==> config.mk <==
export PLATFORM = sky130hd
export DESIGN_NAME = vga_pattern_gen_flat
export DESIGN_NICKNAME = d
export VERILOG_FILES = /design/src/rtl/vga_pattern_gen_if.sv /design/src/rtl/vga_pattern_gen.sv /design/src/flat_wrapper.sv
export SDC_FILE = /design/constraint.sdc
export NUM_CORES = 1
export LEC_CHECK = 0
export CORE_UTILIZATION = 44
export CTS_CLUSTER_DIAMETER = 80
export DETAILED_ROUTE_END_ITERATION = 12
export PLACE_DENSITY = 0.65
export SLEW_MARGIN = 20
export SYNTH_ARGS = -nofsm -noshare
export SYNTH_HDL_FRONTEND = slang
export SYNTH_SLANG_ARGS = --single-unit
==> constraint.sdc <==
create_clock -name clk -period 2.35 [get_ports clk]
set_input_delay 0.3525 -clock clk [delete_from_list [all_inputs] [get_ports clk]]
set_output_delay 0.3525 -clock clk [all_outputs]
set_load 0.02 [all_outputs]
==> src/rtl/vga_pattern_gen_if.sv <==
// Pixel stream between the timing generator and the test-pattern generator:
// coordinates and control in, packed RGB and valid out.
interface vga_pattern_gen_if #(
  parameter int CW = 10,
  parameter int XW = 10,
  parameter int YW = 10
);
  logic [XW-1:0]   x;
  logic [YW-1:0]   y;
  logic            in_valid;
  logic            frame_tick;
  logic [1:0]      mode;
  logic [3*CW-1:0] rgb;
  logic            out_valid;

  modport master (
    output x, y, in_valid, frame_tick, mode,
    input  rgb, out_valid
  );

  modport slave (
    input  x, y, in_valid, frame_tick, mode,
    output rgb, out_valid
  );
endinterface

==> src/rtl/vga_pattern_gen.sv <==
// Two-stage pipelined VGA test-pattern generator: colour bars, checkerboard,
// grey ramp and a bouncing box stepped once per frame_tick.
module vga_pattern_gen #(
  parameter int CW       = 10,
  parameter int XW       = 10,
  parameter int YW       = 10,
  parameter int H_ACTIVE = 640,
  parameter int V_ACTIVE = 480,
  parameter int NBARS    = 8,
  parameter int CHK_LOG2 = 5,
  parameter int BOX      = 32
) (
  input logic              clk,
  input logic              reset,
  vga_pattern_gen_if.slave pix
);

  typedef enum logic [1:0] {
    PAT_BARS    = 2'd0,
    PAT_CHECKER = 2'd1,
    PAT_RAMP    = 2'd2,
    PAT_BOX     = 2'd3
  } pattern_e;

  localparam int            BAR_W = H_ACTIVE / NBARS;
  localparam logic [XW-1:0] X_LIM = XW'(H_ACTIVE - BOX);
  localparam logic [YW-1:0] Y_LIM = YW'(V_ACTIVE - BOX);
  localparam logic [XW-1:0] X_ONE = XW'(1);
  localparam logic [YW-1:0] Y_ONE = YW'(1);
  localparam logic [CW-1:0] FS    = '1;

  pattern_e        mode_q;
  logic [XW-1:0]   bx_q, bx_d;
  logic [YW-1:0]   by_q, by_d;
  logic            dx_q, dx_d, dy_q, dy_d;

  logic            act_c, chk_c, hit_c;
  logic [2:0]      idx_c;

  logic            v1_q, act1_q, chk1_q, hit1_q;
  logic [2:0]      idx1_q;
  logic [XW-1:0]   x1_q;
  pattern_e        mode1_q;

  logic [3*CW-1:0] colour_d, rgb_q;
  logic [CW-1:0]   ramp_c;
  logic            out_valid_q;

  // Bounce: at a limit the direction flips and the position steps back inward.
  always_comb begin
    bx_d = bx_q;
    by_d = by_q;
    dx_d = dx_q;
    dy_d = dy_q;
    if (pix.frame_tick) begin
      if (dx_q) begin
        if (bx_q == X_LIM) begin dx_d = 1'b0; bx_d = X_LIM - X_ONE; end
        else                     bx_d = bx_q + X_ONE;
      end else begin
        if (bx_q == '0) begin dx_d = 1'b1; bx_d = X_ONE; end
        else                  bx_d = bx_q - X_ONE;
      end
      if (dy_q) begin
        if (by_q == Y_LIM) begin dy_d = 1'b0; by_d = Y_LIM - Y_ONE; end
        else                     by_d = by_q + Y_ONE;
      end else begin
        if (by_q == '0) begin dy_d = 1'b1; by_d = Y_ONE; end
        else                  by_d = by_q - Y_ONE;
      end
    end
  end

  always_ff @(posedge clk or posedge reset) begin
    if (reset) begin
      mode_q <= PAT_BARS;
      bx_q   <= '0;
      by_q   <= '0;
      dx_q   <= 1'b1;
      dy_q   <= 1'b1;
    end else begin
      if (pix.frame_tick) mode_q <= pattern_e'(pix.mode);
      bx_q <= bx_d;
      by_q <= by_d;
      dx_q <= dx_d;
      dy_q <= dy_d;
    end
  end

  // Compares are widened by one bit so bx+BOX / by+BOX cannot wrap.
  always_comb begin
    act_c = pix.in_valid
          && ({1'b0, pix.x} < (XW+1)'(H_ACTIVE))
          && ({1'b0, pix.y} < (YW+1)'(V_ACTIVE));
    idx_c = 3'(pix.x / XW'(BAR_W));
    chk_c = 1'(pix.x >> CHK_LOG2) ^ 1'(pix.y >> CHK_LOG2);
    hit_c = ({1'b0, pix.x} >= {1'b0, bx_q})
         && ({1'b0, pix.x} <  {1'b0, bx_q} + (XW+1)'(BOX))
         && ({1'b0, pix.y} >= {1'b0, by_q})
         && ({1'b0, pix.y} <  {1'b0, by_q} + (YW+1)'(BOX));
  end

  always_ff @(posedge clk or posedge reset) begin
    if (reset) begin
      v1_q    <= 1'b0;
      act1_q  <= 1'b0;
      chk1_q  <= 1'b0;
      hit1_q  <= 1'b0;
      idx1_q  <= '0;
      x1_q    <= '0;
      mode1_q <= PAT_BARS;
    end else begin
      v1_q    <= pix.in_valid;
      act1_q  <= act_c;
      chk1_q  <= chk_c;
      hit1_q  <= hit_c;
      idx1_q  <= idx_c;
      x1_q    <= pix.x;
      mode1_q <= mode_q;
    end
  end

  always_comb begin
    colour_d = '0;
    ramp_c   = CW'(x1_q) << (CW - XW);
    if (act1_q) begin
      unique case (mode1_q)
        PAT_BARS:    colour_d = {{CW{idx1_q[0]}}, {CW{idx1_q[1]}}, {CW{idx1_q[2]}}};
        PAT_CHECKER: colour_d = {(3*CW){chk1_q}};
        PAT_RAMP:    colour_d = {3{ramp_c}};
        PAT_BOX:     colour_d = hit1_q ? '1 : {{(2*CW){1'b0}}, FS};
        default:     colour_d = '0;
      endcase
    end
  end

  always_ff @(posedge clk or posedge reset) begin
    if (reset) begin
      rgb_q       <= '0;
      out_valid_q <= 1'b0;
    end else begin
      rgb_q       <= colour_d;
      out_valid_q <= v1_q;
    end
  end

  assign pix.rgb       = rgb_q;
  assign pix.out_valid = out_valid_q;

endmodule

==> src/flat_wrapper.sv <==
// flat-port wrapper written by rule: the top's interface ports become plain ports
module vga_pattern_gen_flat 
#(
  parameter int CW       = 10,
  parameter int XW       = 10,
  parameter int YW       = 10,
  parameter int H_ACTIVE = 640,
  parameter int V_ACTIVE = 480,
  parameter int NBARS    = 8,
  parameter int CHK_LOG2 = 5,
  parameter int BOX      = 32
)
  (clk, reset, pix_x, pix_y, pix_in_valid, pix_frame_tick, pix_mode, pix_rgb, pix_out_valid);
  vga_pattern_gen_if #(.CW(CW), .XW(XW), .YW(YW)) pix_i ();
  input logic clk;
  input logic reset;
  input wire logic [$bits(pix_i.x)-1:0] pix_x;
  input wire logic [$bits(pix_i.y)-1:0] pix_y;
  input wire logic [$bits(pix_i.in_valid)-1:0] pix_in_valid;
  input wire logic [$bits(pix_i.frame_tick)-1:0] pix_frame_tick;
  input wire logic [$bits(pix_i.mode)-1:0] pix_mode;
  output wire logic [$bits(pix_i.rgb)-1:0] pix_rgb;
  output wire logic [$bits(pix_i.out_valid)-1:0] pix_out_valid;
  assign pix_i.x = pix_x;
  assign pix_i.y = pix_y;
  assign pix_i.in_valid = pix_in_valid;
  assign pix_i.frame_tick = pix_frame_tick;
  assign pix_i.mode = pix_mode;
  assign pix_rgb = pix_i.rgb;
  assign pix_out_valid = pix_i.out_valid;
  vga_pattern_gen #(.CW(CW), .XW(XW), .YW(YW), .H_ACTIVE(H_ACTIVE), .V_ACTIVE(V_ACTIVE), .NBARS(NBARS), .CHK_LOG2(CHK_LOG2), .BOX(BOX)) u_core (.clk(clk), .reset(reset), .pix(pix_i));
endmodule
==> impl_metrics.yaml <==
yosys:
  ys_top_cells_by_count: "dfrtp_1, a21oi_1, ha_1"
  synth.most_common_cell: "dfrtp_1"
  synth_edf_count: 0
  netlist_area_um2: 4531
  yosysTopAreaCell: "dfrtp_1"
  synthFlopType: "dfrtp_1"
  synth_adder_area_share_pct: 10.72
  yosys.area_share.xor_xnor_pct: 2.706
  syn-instance-count: 471
  synthArstFlopShare_pct: 100.0
  synth_top_area_share_pct: 39.77
  yosysUniqueCellTypes: 71
  synth_seq_cells: 74
  synth-simple-area-share_pct: 16.27
  ys_warn_count: 0
  synth_top_family_by_area: "compound AO/OA/AOI/OAI gates"
  synth-compound-area-share_pct: 21.73
  ys_seq_area_share_pct: 40.93
  synth.avg_cell_area_um2: 9.619
  muxShareOfSynthArea_pct: 1.850
  synth_top_cells_by_area: "dfrtp_1, ha_1, a21oi_1, nand2_1, o21a_1"
  synth_fp_nets: 535
timing:
  finalCriticalPeriod_ns: 2.233
  finalCritPeriodShare_pct: 95.03
  hold_viol_final: 0
  drv_slew: 0
  fmax_mhz: 447.8
  grt_setup_unrepaired: "false"
  slew_headroom_pct: 56.07
  worstMarginPinSlew_ns: 0.6576
  fin_hold_ws_ns: 0.3484
  fin_ws_ns: 0.1167
  finClkSkew_ns: 0.01201
  setup_viol: 0
cells_and_area:
  fin_nets: 608
  drive_gt1_share_pct: 14.03
  antenna_cells: 0
  syn_to_final_growth_pct: 23.78
placed_design:
  dpl_worst_slack_ns: -0.1054
  io_buffers: 56
  hpwl_mm: 7.664
  gp_congestion: 0.8868
detailed_routing:
  vias_per_cell: 5.528
  routed.top_layer: "met4"
  drtIter0Drc: 167
  drt-wirelength-per-cell_um: 15.00
  dr_wl_met2_mm: 5.089
  totalWireLength_mm: 10.23
  num_vias: 3770
  met1_length_mm: 4.459
  drc: 0
  dr_wl_met3_um: 501
  drt-pass1-iter-count: 4
  ant_nets: 0
die:
  die_w_um: 103.5
  dieArea_um2: 10710
  rows: 36
  coreArea_um2: 9864
  start_util_pct: 45.93
  die_h_um: 103.5
  ios: 57
setup_path:
  crit_fanout: 8
  critPathRequiredTime_ns: 2.57
  worstSetupPathType: "register to register"
  cp-start-kind: "register"
  end_kind: "register"
  crit_arrival_ns: 2.45
clocking:
  clock_sinks: 74
  h-tree-depth: 3
  cts_root_buf: "clkbuf_8"
  clk_latency_ns: 0.35
  numCtsBuffers: 9
  cts_tree: "done"
  clk_pin_slew_ns: 0.08
  clock_path_buffers: 2
grt:
  grt_first_pass_wirelength_mm: 16.88
  grt_max_degree: 75
  grtUsageTotal_pct: 20.65
  antenna_found_initial: 0
  grt_pass1_vias: 3592
  grt-ovfl-total: 0
run_status:
  outcome: "finished clean"
power_and_ir_drop:
  leakagePower_nw: 2.548
  ir_drop_uv: 416.1
  p_per_area_nw_per_um2: 789.0
flow_run:
  maxCapViolCount: 0
hold_path:
  hold_class: "register to register"
[per-stage QoR]
step	utilization [%]	total power [mW]	area [um2]	instances	setup TNS, ns
floorplan	-	2.852	4531	471	0
global placement	54.60	3.374	5386	666	-0.01670
detailed placement	54.60	3.417	5386	666	-0.1054
CTS	56.58	4.417	5582	682	0
global route	56.85	4.762	5608	682	0
finish	56.85	4.425	5608	682	0
[cells in the final DEF (no fill, tap or decap), types with 3 or more instances in the layout]
cell type        netlist  routed
nor3b_1                3       3
nor4_1                 3       3
a21oi_1               45      45
a21o_1                 7       7
nor2_1                21      21
nand2b_1               3       3
o21a_1                17      17
o211a_1                4       4
a22oi_1                3       3
nand2_1               35      35
a31oi_1                8       8
xor2_1                 3       3
dfrtp_1               72      71
o31ai_1                6       6
inv_1                 29      28
nand4_1                7       7
mux2_2                 3       3
nor2b_1                5       5
xnor2_1               11      10
clkdlybuf4s50_1        0      56
nand3_1               11      11
mux2i_1                5       5
nor3_1                 8       8
ha_1                  38      38
a211oi_1               3       3
o221ai_1               3       3
and3_1                 7       7
clkbuf_8               1       9
o21ai_0               25      25
and4_1                 3       3
buf_4                  0      34
[worst paths after layout]
path | to | startpoint | cells past startpoint | slack, ns
hold / removal | u_core.pix.out_valid$_DFF_PP0_ | u_core.v1_q$_DFF_PP0_ | 0 | 0.35
min in group asynchronous | u_core.bx_q[1]$_DFFE_PP0P_ | reset | 3 | 0.39
hold reg to reg | u_core.pix.out_valid$_DFF_PP0_ | u_core.v1_q$_DFF_PP0_ | 0 | 0.35
setup / recovery | u_core.by_q[2]$_DFFE_PP0P_ | u_core.by_q[0]$_DFFE_PP0P_ | 7 | 0.12
setup reg to reg | u_core.by_q[2]$_DFFE_PP0P_ | u_core.by_q[0]$_DFFE_PP0P_ | 7 | 0.12
max in group asynchronous | u_core.dy_q$_DFFE_PP1P_ | reset | 3 | 1.64
[layout make-up]
| class | instances | area [um2] |
|---|---|---|
| flip-flops and latches | 74 | 1856 |
| multi-input cells | 337 | 2440 |
| inverters | 31 | 116.4 |
| fillers | 869 | 4257 |
| well taps | 133 | 166.4 |
| repair buffers | 91 | 835.8 |
| clock buffers | 10 | 127.6 |
| clock inverters | 6 | 66.31 |
[report_power, final]
| group | internal [mW] | total, mW | switching (mW) |
|---|---|---|---|
| combinational | 0.853 | 1.84 | 0.989 |
| clock | 0.494 | 0.972 | 0.478 |
| sequential | 1.43 | 1.61 | 0.179 |
| total | 2.78 | 4.42 | 1.65 |
[registers in the layout, summed over array words and instances (netlist names)]
| signal | flops |
|---|---|
| u_core.pix.rgb | 30 |
| u_core.hit1_q | 1 |
| u_core.act1_q | 1 |
| u_core.dx_q | 1 |
| u_core.pix.out_valid | 1 |
| u_core.chk1_q | 1 |
| u_core.by_q | 10 |
| u_core.mode1_q | 2 |
| u_core.ramp_c | 10 |
| u_core.bx_q | 10 |
| u_core.v1_q | 1 |
| u_core.dy_q | 1 |
| u_core.idx1_q | 3 |
| u_core.mode_q | 2 |
[kinds of logic (layout without fill, tap and decap cells)]
kind of cell	after synthesis	after routing
AOI/OAI and AO/OA	147	147
and+or+nand+nor	129	129
DFF	74	74
buffers and inverters	60	138
adders and majority gates	39	39
xor gates and xnor gates	14	14
muxes	8	8
[critical path, stage by stage (launching register included)]
cell and delay [ns]:
dfrtp_1 0.39, inv_1 0.11, ha_1 0.19, or4b_4 0.57, o41ai_4 0.49, o21ai_0 0.14, nand2_1 0.08, o221ai_1 0.12
[timing repair]
item                                    in CTS  in global routing
buffers inserted                             0                  0
hold buffers                                 0                  0
resized for setup                            1                  6
endpoints found under the setup margin       1                  1
pin swaps                                    1                  1
[metal layers]
layer | GRT usage, % | up-vias
met4 | 7.367 | 0
met1 | 25.53 | 1789
met2 | 34.95 | 103
met3 | 5.175 | 16
li1 | - | 1862
met5 | 0 | -
Power figures use the tool's default switching activity.
